--- config.mk ---
export PLATFORM = sky130hd
export DESIGN_NAME = im_fetch_ctrl_flat
export DESIGN_NICKNAME = d
export VERILOG_FILES = /design/src/rtl/im_fetch_if.sv /design/src/rtl/im_fetch_ctrl.sv /design/src/flat_wrapper.sv
export SDC_FILE = /design/constraint.sdc
export NUM_CORES = 1
export LEC_CHECK = 0
export BUFFER_PORTS_ARGS = -buffer_cell sky130_fd_sc_hd__buf_2
export CAP_MARGIN = 30
export CELL_PAD_IN_SITES_DETAIL_PLACEMENT = 0
export CELL_PAD_IN_SITES_GLOBAL_PLACEMENT = 1
export CORE_MARGIN = 8
export CORE_UTILIZATION = 32
export DETAILED_ROUTE_END_ITERATION = 16
export PLACE_DENSITY = 0.87
export SETUP_SLACK_MARGIN = 0.2
export SKIP_LAST_GASP = 1
export SLEW_MARGIN = 20
export SYNTH_ARGS = -nofsm -noshare
export SYNTH_HDL_FRONTEND = slang
export SYNTH_SLANG_ARGS = --single-unit
--- constraint.sdc ---
create_clock -name clk -period 2.5 [get_ports clk]
set_input_delay 0.25 -clock clk [delete_from_list [all_inputs] [get_ports clk]]
set_output_delay 0.25 -clock clk [all_outputs]
set_load 0.02 [all_outputs]
--- src/rtl/im_fetch_if.sv ---
// im_fetch_if: loader, instruction-memory and decode-side signals of im_fetch_ctrl.
// master is the controller side; slave is the loader/memory/decode side.
interface im_fetch_if #(
    parameter int ADDR_W = 5,
    parameter int DATA_W = 32
);
    logic              load_valid;
    logic [DATA_W-1:0] load_data;
    logic              load_done;
    logic              load_ready;
    logic [ADDR_W-1:0] im_addr;
    logic              im_we;
    logic [DATA_W-1:0] im_wdata;
    logic [DATA_W-1:0] im_rdata;
    logic              stall;
    logic              redirect_valid;
    logic [ADDR_W-1:0] redirect_pc;
    logic [DATA_W-1:0] instr;
    logic [ADDR_W-1:0] instr_pc;
    logic              instr_valid;
    logic              halted;

    modport master (
        input  load_valid, load_data, load_done, im_rdata, stall, redirect_valid, redirect_pc,
        output load_ready, im_addr, im_we, im_wdata, instr, instr_pc, instr_valid, halted
    );
    modport slave (
        output load_valid, load_data, load_done, im_rdata, stall, redirect_valid, redirect_pc,
        input  load_ready, im_addr, im_we, im_wdata, instr, instr_pc, instr_valid, halted
    );
endinterface

--- src/rtl/im_fetch_ctrl.sv ---
// im_fetch_ctrl: boot-loads the instruction memory, then fetches with stall/redirect/halt.
// Define IM_FETCH_PERF_EN to add the saturating fetch_cnt advance counter port.
module im_fetch_ctrl #(
    parameter int                ADDR_W    = 5,
    parameter int                DATA_W    = 32,
    parameter logic [DATA_W-1:0] HALT_WORD = 32'hFFFFFFFF
) (
    input logic         clk,
    input logic         reset_n,
    im_fetch_if.master  bus
`ifdef IM_FETCH_PERF_EN
    ,
    output logic [15:0] fetch_cnt
`endif
);
    typedef enum logic [1:0] {LOAD, FETCH, HALT} state_t;

    state_t            state, state_n;
    logic [ADDR_W-1:0] cnt, pc;
    logic              advance;

    always_comb begin
        state_n        = state;
        advance        = state == FETCH && !bus.redirect_valid && !bus.stall;
        bus.load_ready = state == LOAD;
        bus.halted     = state == HALT;
        bus.im_addr    = state == LOAD ? cnt : pc;
        bus.im_we      = state == LOAD && bus.load_valid;
        bus.im_wdata   = bus.load_data;
        // the last word written into a full memory ends loading just like load_done
        if (state == LOAD && (bus.load_done || (bus.load_valid && cnt == '1)))
            state_n = FETCH;
        if (advance && bus.im_rdata == HALT_WORD)
            state_n = HALT;
    end

    always_ff @(posedge clk or negedge reset_n) begin
        if (!reset_n) begin
            state           <= LOAD;
            cnt             <= '0;
            pc              <= '0;
            bus.instr       <= '0;
            bus.instr_pc    <= '0;
            bus.instr_valid <= 1'b0;
        end else begin
            state <= state_n;
            if (bus.im_we)
                cnt <= cnt + ADDR_W'(1);
            if (state == LOAD)
                pc <= '0;
            if (state == FETCH && bus.redirect_valid) begin
                pc              <= bus.redirect_pc;
                bus.instr_valid <= 1'b0;
            end else if (advance) begin
                bus.instr       <= bus.im_rdata;
                bus.instr_pc    <= pc;
                bus.instr_valid <= 1'b1;
                pc              <= pc + ADDR_W'(1);
            end
            if (state == HALT)
                bus.instr_valid <= 1'b0;
        end
    end

`ifdef IM_FETCH_PERF_EN
    always_ff @(posedge clk or negedge reset_n) begin
        if (!reset_n)
            fetch_cnt <= '0;
        else if (advance && fetch_cnt != 16'hFFFF)
            fetch_cnt <= fetch_cnt + 16'd1;
    end
`endif
endmodule

--- src/flat_wrapper.sv ---
// flat-port wrapper written by rule: the top's interface ports become plain ports
module im_fetch_ctrl_flat 
#(
    parameter int                ADDR_W    = 5,
    parameter int                DATA_W    = 32,
    parameter logic [DATA_W-1:0] HALT_WORD = 32'hFFFFFFFF
)
  (clk, reset_n, bus_load_valid, bus_load_data, bus_load_done, bus_im_rdata, bus_stall, bus_redirect_valid, bus_redirect_pc, bus_load_ready, bus_im_addr, bus_im_we, bus_im_wdata, bus_instr, bus_instr_pc, bus_instr_valid, bus_halted);
  im_fetch_if #(.ADDR_W(ADDR_W), .DATA_W(DATA_W)) bus_i ();
  input logic clk;
  input logic reset_n;
  input wire logic [$bits(bus_i.load_valid)-1:0] bus_load_valid;
  input wire logic [$bits(bus_i.load_data)-1:0] bus_load_data;
  input wire logic [$bits(bus_i.load_done)-1:0] bus_load_done;
  input wire logic [$bits(bus_i.im_rdata)-1:0] bus_im_rdata;
  input wire logic [$bits(bus_i.stall)-1:0] bus_stall;
  input wire logic [$bits(bus_i.redirect_valid)-1:0] bus_redirect_valid;
  input wire logic [$bits(bus_i.redirect_pc)-1:0] bus_redirect_pc;
  output wire logic [$bits(bus_i.load_ready)-1:0] bus_load_ready;
  output wire logic [$bits(bus_i.im_addr)-1:0] bus_im_addr;
  output wire logic [$bits(bus_i.im_we)-1:0] bus_im_we;
  output wire logic [$bits(bus_i.im_wdata)-1:0] bus_im_wdata;
  output wire logic [$bits(bus_i.instr)-1:0] bus_instr;
  output wire logic [$bits(bus_i.instr_pc)-1:0] bus_instr_pc;
  output wire logic [$bits(bus_i.instr_valid)-1:0] bus_instr_valid;
  output wire logic [$bits(bus_i.halted)-1:0] bus_halted;
  assign bus_i.load_valid = bus_load_valid;
  assign bus_i.load_data = bus_load_data;
  assign bus_i.load_done = bus_load_done;
  assign bus_i.im_rdata = bus_im_rdata;
  assign bus_i.stall = bus_stall;
  assign bus_i.redirect_valid = bus_redirect_valid;
  assign bus_i.redirect_pc = bus_redirect_pc;
  assign bus_load_ready = bus_i.load_ready;
  assign bus_im_addr = bus_i.im_addr;
  assign bus_im_we = bus_i.im_we;
  assign bus_im_wdata = bus_i.im_wdata;
  assign bus_instr = bus_i.instr;
  assign bus_instr_pc = bus_i.instr_pc;
  assign bus_instr_valid = bus_i.instr_valid;
  assign bus_halted = bus_i.halted;
  im_fetch_ctrl #(.ADDR_W(ADDR_W), .DATA_W(DATA_W), .HALT_WORD(HALT_WORD)) u_core (.clk(clk), .reset_n(reset_n), .bus(bus_i));
endmodule
==> results of run 1 <==
synth_stat cells:
master                     number
sky130_fd_sc_hd__and2_0         1
sky130_fd_sc_hd__nand3_1        3
sky130_fd_sc_hd__xor2_1         1
sky130_fd_sc_hd__clkbuf_1       2
sky130_fd_sc_hd__nand4_1        9
sky130_fd_sc_hd__nor2b_1        1
sky130_fd_sc_hd__a222oi_1       1
sky130_fd_sc_hd__or4b_1         1
sky130_fd_sc_hd__and2_1         1
sky130_fd_sc_hd__nor2_1         2
sky130_fd_sc_hd__o21ai_1        1
sky130_fd_sc_hd__nor4_1         2
sky130_fd_sc_hd__xnor2_1        2
sky130_fd_sc_hd__ha_1           3
sky130_fd_sc_hd__nor3_2         1
sky130_fd_sc_hd__and3b_1        1
sky130_fd_sc_hd__nor3_1         1
sky130_fd_sc_hd__mux2_2         6
sky130_fd_sc_hd__dfrtp_1       50
sky130_fd_sc_hd__a32oi_1        1
sky130_fd_sc_hd__inv_1          2
sky130_fd_sc_hd__nand2_1      113
sky130_fd_sc_hd__a21o_1         1
sky130_fd_sc_hd__o21ai_0        3
sky130_fd_sc_hd__nand2b_1       2
sky130_fd_sc_hd__o311ai_1       1
sky130_fd_sc_hd__a221o_1        2
sky130_fd_sc_hd__buf_2          8
sky130_fd_sc_hd__nor4b_4        1
sky130_fd_sc_hd__buf_4         32
sky130_fd_sc_hd__buf_6          1
sky130_fd_sc_hd__nor2_2         2
sky130_fd_sc_hd__a21oi_1        2
sky130_fd_sc_hd__o21a_1         1
sky130_fd_sc_hd__and3_1         1
state kept, by name (all words and copies together), names as in the netlist:
register / count
u_core.bus.instr_pc: 5
u_core.pc: 5
u_core.cnt: 5
u_core.bus.instr_valid: 1
u_core.bus.instr: 32
u_core.state: 2
critical path: cells and delay by family, from the launching register on:
family / cells / cell delay [ns]
AND/OR/NAND/NOR: 2 / 0.76
flip-flops: 1 / 0.47
buffers and inverters: 1 / 0.23
through the flow:
| stage | util [%] | cell area, µm² | std cells | total power, mW |
|---|---|---|---|---|
| 5_1_grt | 38.86 | 2819 | 419 | 2.078 |
| 4_1_cts | 38.86 | 2819 | 419 | 2.000 |
| 3_5_place_dp | 37.23 | 2700 | 410 | 1.423 |
| 3_3_place_gp | 37.23 | 2700 | 410 | 1.416 |
| 2_1_floorplan | - | 2405 | 262 | 1.297 |
| 6_report | 38.86 | 2819 | 419 | 1.957 |
cell families (layout without fill, tap and decap cells):
logic type,after synthesis,count (layout),synth area share (%)
flops,50,50,52.03
compound gates,13,13,3.850
xor+xnor,3,3,1.093
buf+inv,45,103,12.75
simple gates,142,142,25.91
mux,6,6,2.809
fa+ha+maj,3,3,1.561
layer usage:
| layer | GRT usage (%) | up-vias |
|---|---|---|
| met5 | 0 | - |
| met2 | 19.43 | 73 |
| li1 | - | 929 |
| met1 | 14.93 | 902 |
| met3 | 4.051 | 14 |
| met4 | 3.725 | 0 |
worst paths after layout:
kind / start / endpoint / slack (ns) / depth (start not counted)
max: u_core.state[1] / bus_im_we / 0.48 / 3
min: bus_im_rdata[2] / u_core.bus.instr[2] / 0.15 / 3
max reg2reg: u_core.state[1] / u_core.cnt[4] / 0.79 / 3
min reg2reg: u_core.bus.instr[25] / u_core.bus.instr[25] / 0.47 / 2
max in group asynchronous: reset_n / u_core.bus.instr[28] / 1.26 / 3
min in group asynchronous: reset_n / u_core.pc[1] / 0.46 / 2
layout make-up:
class                      count  area (µm²)  share of cell area (%)
tap                           99       123.9                   4.394
multi-input combinational    167       847.1                   30.05
inverter                       2       7.507                  0.2663
clock inverter                 3       40.04                   1.420
sequential                    50        1251                   44.39
timing repair buffer          93       480.5                   17.04
clock buffer                   5       68.82                   2.441
power by group through the flow:
stage | sequential, mW | combinational (mW) | clock (mW)
global placement | 0.978 | 0.438 | 0
finish | 0.963 | 0.433 | 0.560
floorplan | 1.08 | 0.219 | 0
global route | 0.979 | 0.480 | 0.619
detailed placement | 0.980 | 0.443 | 0
CTS | 0.964 | 0.446 | 0.590
==> results.py, run 1 <==
metrics = {
    "floorplan": {
        "fp-row-count": 31,
        "core-area_um2": 7253,
        "initial_standard_cell_utilization_of_the_core_pct": 33.16,
        "number_of_top_level_pins": 153,
        "die_footprint_um2": 10550,
        "die_height_um": 102.7,
        "die_x_um": 102.7,
    },
    "sta": {
        "total_negative_setup_slack_ns": 0,
        "maxSlewViolCount": 0,
        "worst_clock_skew_ns": 0.01045,
        "setup_viol": 0,
        "period_needed_ns": 2.022,
        "max_transition_margin_pct": 61.26,
        "grt_setup_unrepaired": "false",
        "worst_slew_pin_slew_ns": 0.5811,
        "clock.fmax_ghz": 0.4946,
        "fin_worst_hold_slack_ns": 0.1520,
        "setup_ws_ns": 0.4782,
        "hold_viol": 0,
        "period_share_pct": 80.87,
    },
    "clocking": {
        "cts-buffers-inserted": 5,
        "ctsHtreeMaxLevel": 2,
        "buffers_inserted_by_post_cts_timing_repair": 0,
        "clock_path_buffers": 2,
        "holdBufCountCts": 1,
        "clkLatencyLatePin_ns": 0.30,
        "clock-sinks": 50,
        "quantity_of_gates_resized_following_cts": 0,
        "cts.clk_slew.worst_paths_ns": 0.09,
        "clock_tree_from_tritoncts": "done",
        "clock_tree.root_cell": "sky130_fd_sc_hd__clkbuf_8",
    },
    "route": {
        "drc_errors": 0,
        "routed.top_layer": "met4",
        "routed_wirelength_um": 6212,
        "iteration_count_of_the_initial_detailed_routing_pass": 4,
        "wl_met2_um": 3042,
        "route.detailed.vias_per_inst": 4.578,
        "avgRoutedWirePerCell_um": 14.83,
        "ant_nets": 0,
        "drt_iter0_drc": 71,
        "m1WireLength_um": 2547,
        "vias": 1918,
        "wl_met3_um": 537,
    },
    "synth": {
        "synth_largest_area_cell": "sky130_fd_sc_hd__dfrtp_1",
        "yosysSeqAreaShare_pct": 52.03,
        "netlist_area_um2": 2405,
        "synth-warning-count": 0,
        "netlist.area_leader.share_pct": 52.03,
        "synth_area_leaders": "sky130_fd_sc_hd__dfrtp_1 52%, sky130_fd_sc_hd__nand2_1 18%, sky130_fd_sc_hd__buf_4 10%, sky130_fd_sc_hd__mux2_2 2.8%, sky130_fd_sc_hd__nand4_1 2.3%",
        "postSynthAreaPerCell_um2": 9.179,
        "synth.lib_cells_used.distinct": 35,
        "synthesis.instances": 262,
        "yosys_register_bits": 50,
        "synth_fp_nets": 340,
    },
    "finish": {
        "layout_commonest_cell": "sky130_fd_sc_hd__nand2_1",
        "final_layout_net_count": 397,
        "commonest_cells_after_routing_fill_and_taps_aside": "113 x sky130_fd_sc_hd__nand2_1, 88 x sky130_fd_sc_hd__buf_2, 50 x sky130_fd_sc_hd__dfrtp_1, 9 x sky130_fd_sc_hd__nand4_1, 6 x sky130_fd_sc_hd__mux2_2",
        "drive_above_1_share_pct": 34.38,
        "layout-area-overhead-vs-synth_pct": 17.22,
        "antenna_cells_inserted": 0,
        "layout.filler_cells": 797,
    },
    "global_routing": {
        "first_pass_grt_wire_length_um": 10020,
        "global_route.usage.total_pct": 12.08,
        "grt_antenna_before_repair": 0,
        "gr-total-overflow": 0,
        "first_global_vias": 1937,
        "grt_max_degree": 42,
    },
    "power_and_ir_drop": {
        "power.leakage_nw": 1.565,
        "pwr_density_cell_nw_per_um2": 694.2,
        "peakVddDrop_mv": 0.2017,
        "intPower_mw": 1.352,
        "clock_power_share_pct": 28.6,
        "switchingPower_uw": 605.2,
        "netSwitchingFraction_pct": 30.93,
        "p_comb_share_pct": 22.1,
        "seq_power_share_pct": 49.2,
    },
    "setup_path": {
        "worst_path_max_delay_cell": "sky130_fd_sc_hd__dfrtp_1",
        "worst-endpoint-arrival_ns": 1.77,
        "crit_path_cell_trace": "nor2_2, and2_0, buf_2",
        "crit_path_max_fanout": 9,
        "required_ns": 2.25,
        "largest_stage_delay_on_the_critical_path_ns": 0.47,
        "cp-end-kind": "output pin",
        "timing.setup.critical_path_class": "reg -> out",
        "timing.critical_path.from_type": "register",
    },
    "place": {
        "dp_slack_ns": 0.7928,
        "gp_congestion": 0.7834,
        "portBuffers": 88,
        "dpl.hpwl_um": 4861,
    },
    "status": {
        "outcome": "finished clean",
    },
    "min_path": {
        "min-delay-path-class": "in -> reg",
    },
    "flow_run": {
        "maxCapViolations": 0,
    },
}
No activity file was read; power rests on OpenSTA's default activity.
==> inputs of run 2 (changes only) <==
--- a/config.mk
+++ b/config.mk
@@ -10,9 +10,9 @@
 export CELL_PAD_IN_SITES_DETAIL_PLACEMENT = 0
 export CELL_PAD_IN_SITES_GLOBAL_PLACEMENT = 1
 export CORE_MARGIN = 8
-export CORE_UTILIZATION = 32
+export CORE_UTILIZATION = 27
 export DETAILED_ROUTE_END_ITERATION = 16
-export PLACE_DENSITY = 0.87
+export PLACE_DENSITY = 0.79
 export SETUP_SLACK_MARGIN = 0.2
 export SKIP_LAST_GASP = 1
 export SLEW_MARGIN = 20
==> constraint.sdc (replaced) <==
create_clock -name clk -period 1.65 [get_ports clk]
set_input_delay 0.165 -clock clk [delete_from_list [all_inputs] [get_ports clk]]
set_output_delay 0.165 -clock clk [all_outputs]
set_load 0.02 [all_outputs]
==> run 2 against run 1 <==
- worst setup slack got worse by 0.47 ns
- worst hold slack worse by 0.088 ns
- critical path depth increased by 1
- combinational power up 74%
- cell area grew 12%
- first-iteration DRC count down 8.5%
- via count rose by 3.0%
==> results.py, run 2 (synthesis results as in run 1) <==
metrics = {
    "route": {
        "drt_iter0_drc": 65,
        "route.detailed.vias_per_inst": 4.418,
        "drc_errors": 0,
        "routed_wirelength_um": 6934,
        "iteration_count_of_the_initial_detailed_routing_pass": 4,
        "ant_nets": 0,
        "avgRoutedWirePerCell_um": 15.51,
        "vias": 1975,
    },
    "sta": {
        "hold_viol": 0,
        "period_share_pct": 99.23,
        "worst_clock_skew_ns": 0.005163,
        "setup_viol": 0,
        "period_needed_ns": 1.637,
        "max_transition_margin_pct": 72.85,
        "worst_slew_pin_slew_ns": 0.4035,
        "maxSlewViolCount": 0,
        "grt_setup_unrepaired": "true",
        "clock.fmax_ghz": 0.6108,
    },
    "clocking": {
        "cts-buffers-inserted": 5,
        "clock_tree.root_cell": "sky130_fd_sc_hd__clkbuf_8",
        "clock_path_buffers": 2,
        "clock_tree_from_tritoncts": "done",
        "cts.clk_slew.worst_paths_ns": 0.09,
        "ctsHtreeMaxLevel": 2,
        "clock-sinks": 50,
        "clkLatencyLatePin_ns": 0.30,
    },
    "min_path": {
        "min-delay-path-class": "in -> reg",
    },
    "status": {
        "outcome": "finished clean",
    },
    "global_routing": {
        "gr-total-overflow": 0,
        "grt_max_degree": 48,
        "global_route.usage.total_pct": 11.56,
        "first_pass_grt_wire_length_um": 11050,
        "grt_antenna_before_repair": 0,
        "first_global_vias": 2153,
    },
    "setup_path": {
        "cp-end-kind": "register",
        "worst-endpoint-arrival_ns": 1.84,
        "timing.critical_path.from_type": "register",
        "timing.setup.critical_path_class": "reg -> reg",
        "crit_path_max_fanout": 7,
        "required_ns": 1.85,
    },
    "floorplan": {
        "die_footprint_um2": 12180,
        "fp-row-count": 34,
        "core-area_um2": 8678,
        "number_of_top_level_pins": 153,
        "die_height_um": 110.4,
        "initial_standard_cell_utilization_of_the_core_pct": 27.71,
        "die_x_um": 110.4,
    },
    "place": {
        "placedInstanceArea_um2": 2758,
        "portBuffers": 88,
        "gp_congestion": 0.8025,
        "dpl.hpwl_um": 4809,
    },
    "finish": {
        "layout-area-overhead-vs-synth_pct": 31.43,
        "registers.top_by_ff_count": "u_core.bus.instr",
        "stdcell_area_um2": 3161,
        "commonest_cells_after_routing_fill_and_taps_aside": "112 x sky130_fd_sc_hd__nand2_1, 81 x sky130_fd_sc_hd__buf_2, 48 x sky130_fd_sc_hd__dfrtp_1, 15 x sky130_fd_sc_hd__buf_4, 10 x sky130_fd_sc_hd__buf_6",
        "antenna_cells_inserted": 0,
        "final_layout_net_count": 416,
        "drive_above_1_share_pct": 40.71,
        "largest_register_ff_count": 32,
        "layout_commonest_cell": "sky130_fd_sc_hd__nand2_1",
    },
    "flow_run": {
        "maxCapViolations": 0,
    },
    "power_and_ir_drop": {
        "power.leakage_nw": 1.724,
        "peakVddDrop_mv": 0.3852,
        "pwr_density_cell_nw_per_um2": 974.6,
        "total_power_mw": 3.080,
    },
}
## run 2: cell types whose count changed in the layout (fill, tap and decap cells not counted), sizes merged
cell	change
buf	+19
## run 2: metal layers
metal	track usage [%]	vias up	share of wire (%)
li1	-	969	-
met1	14.21	928	42
met2	19.45	62	49
met3	2.500	16	6.9
met4	4.186	0	1.4
met5	0	-	0
## run 2: layout make-up
| type | count | area [µm²] |
|---|---|---|
| clock inverter | 3 | 40.04 |
| multi-input combinational | 167 | 899.6 |
| timing repair buffer | 112 | 755.7 |
| sequential | 50 | 1254 |
| inverter | 2 | 7.507 |
| fill | 896 | 5518 |
| clock buffer | 5 | 68.82 |
| tap | 108 | 135.1 |
## run 2: worst max-delay path, stage by stage (launching register included)
cell                       delay (ns)
sky130_fd_sc_hd__dfrtp_2         0.45
sky130_fd_sc_hd__buf_4           0.15
sky130_fd_sc_hd__or4b_4          0.52
sky130_fd_sc_hd__buf_6           0.16
sky130_fd_sc_hd__o311ai_2        0.25
## run 2: what timing repair did
action                                 in CTS  in global routing
gates resized for setup                    29                  8
setup endpoints to repair                  49                 57
cloned                                      2                  0
pin swaps                                   3                  1
buffers inserted                           12                  3
hold buffers                                1                  0
endpoints found under the hold margin      50                  0
## run 2: final timing paths
| path | from | to | slack [ns] | depth (start not counted) |
|---|---|---|---|---|
| setup / recovery | u_core.state[1] | u_core.pc[4] | 0.01 | 4 |
| hold / removal | bus_im_rdata[15] | u_core.bus.instr[15] | 0.06 | 3 |
| setup reg to reg | u_core.state[1] | u_core.pc[4] | 0.01 | 4 |
| hold reg to reg | u_core.bus.instr[31] | u_core.bus.instr[31] | 0.47 | 2 |
| max in group asynchronous | reset_n | u_core.state[0] | 1.00 | 3 |
| min in group asynchronous | reset_n | u_core.cnt[0] | 0.20 | 2 |
## run 2: power breakdown
group          leakage, nW  internal, mW  switching (mW)  total [mW]
Combinational         1.04         0.306           0.449       0.755
Clock               0.0579         0.447           0.409       0.856
Sequential           0.622          1.37          0.0985        1.47
Total                 1.72          2.12           0.957        3.08
## run 2: through the flow
step / setup TNS [ns] / utilization (%) / setup WS (ns) / std cells / hold slack [ns]
after CTS: 0 / 35.96 / 0.01971 / 444 / 0.04922
after detailed placement: 0 / 31.78 / 0.1140 / 421 / -0.01809
after global placement: 0 / 31.78 / 0.1501 / 421 / -0.01709
final: 0 / 36.42 / 0.01272 / 447 / 0.06433
after global routing: -0.1503 / 36.42 / -0.02934 / 447 / 0.06245
after floorplan: 0 / - / 0.1862 / 262 / -0.1306
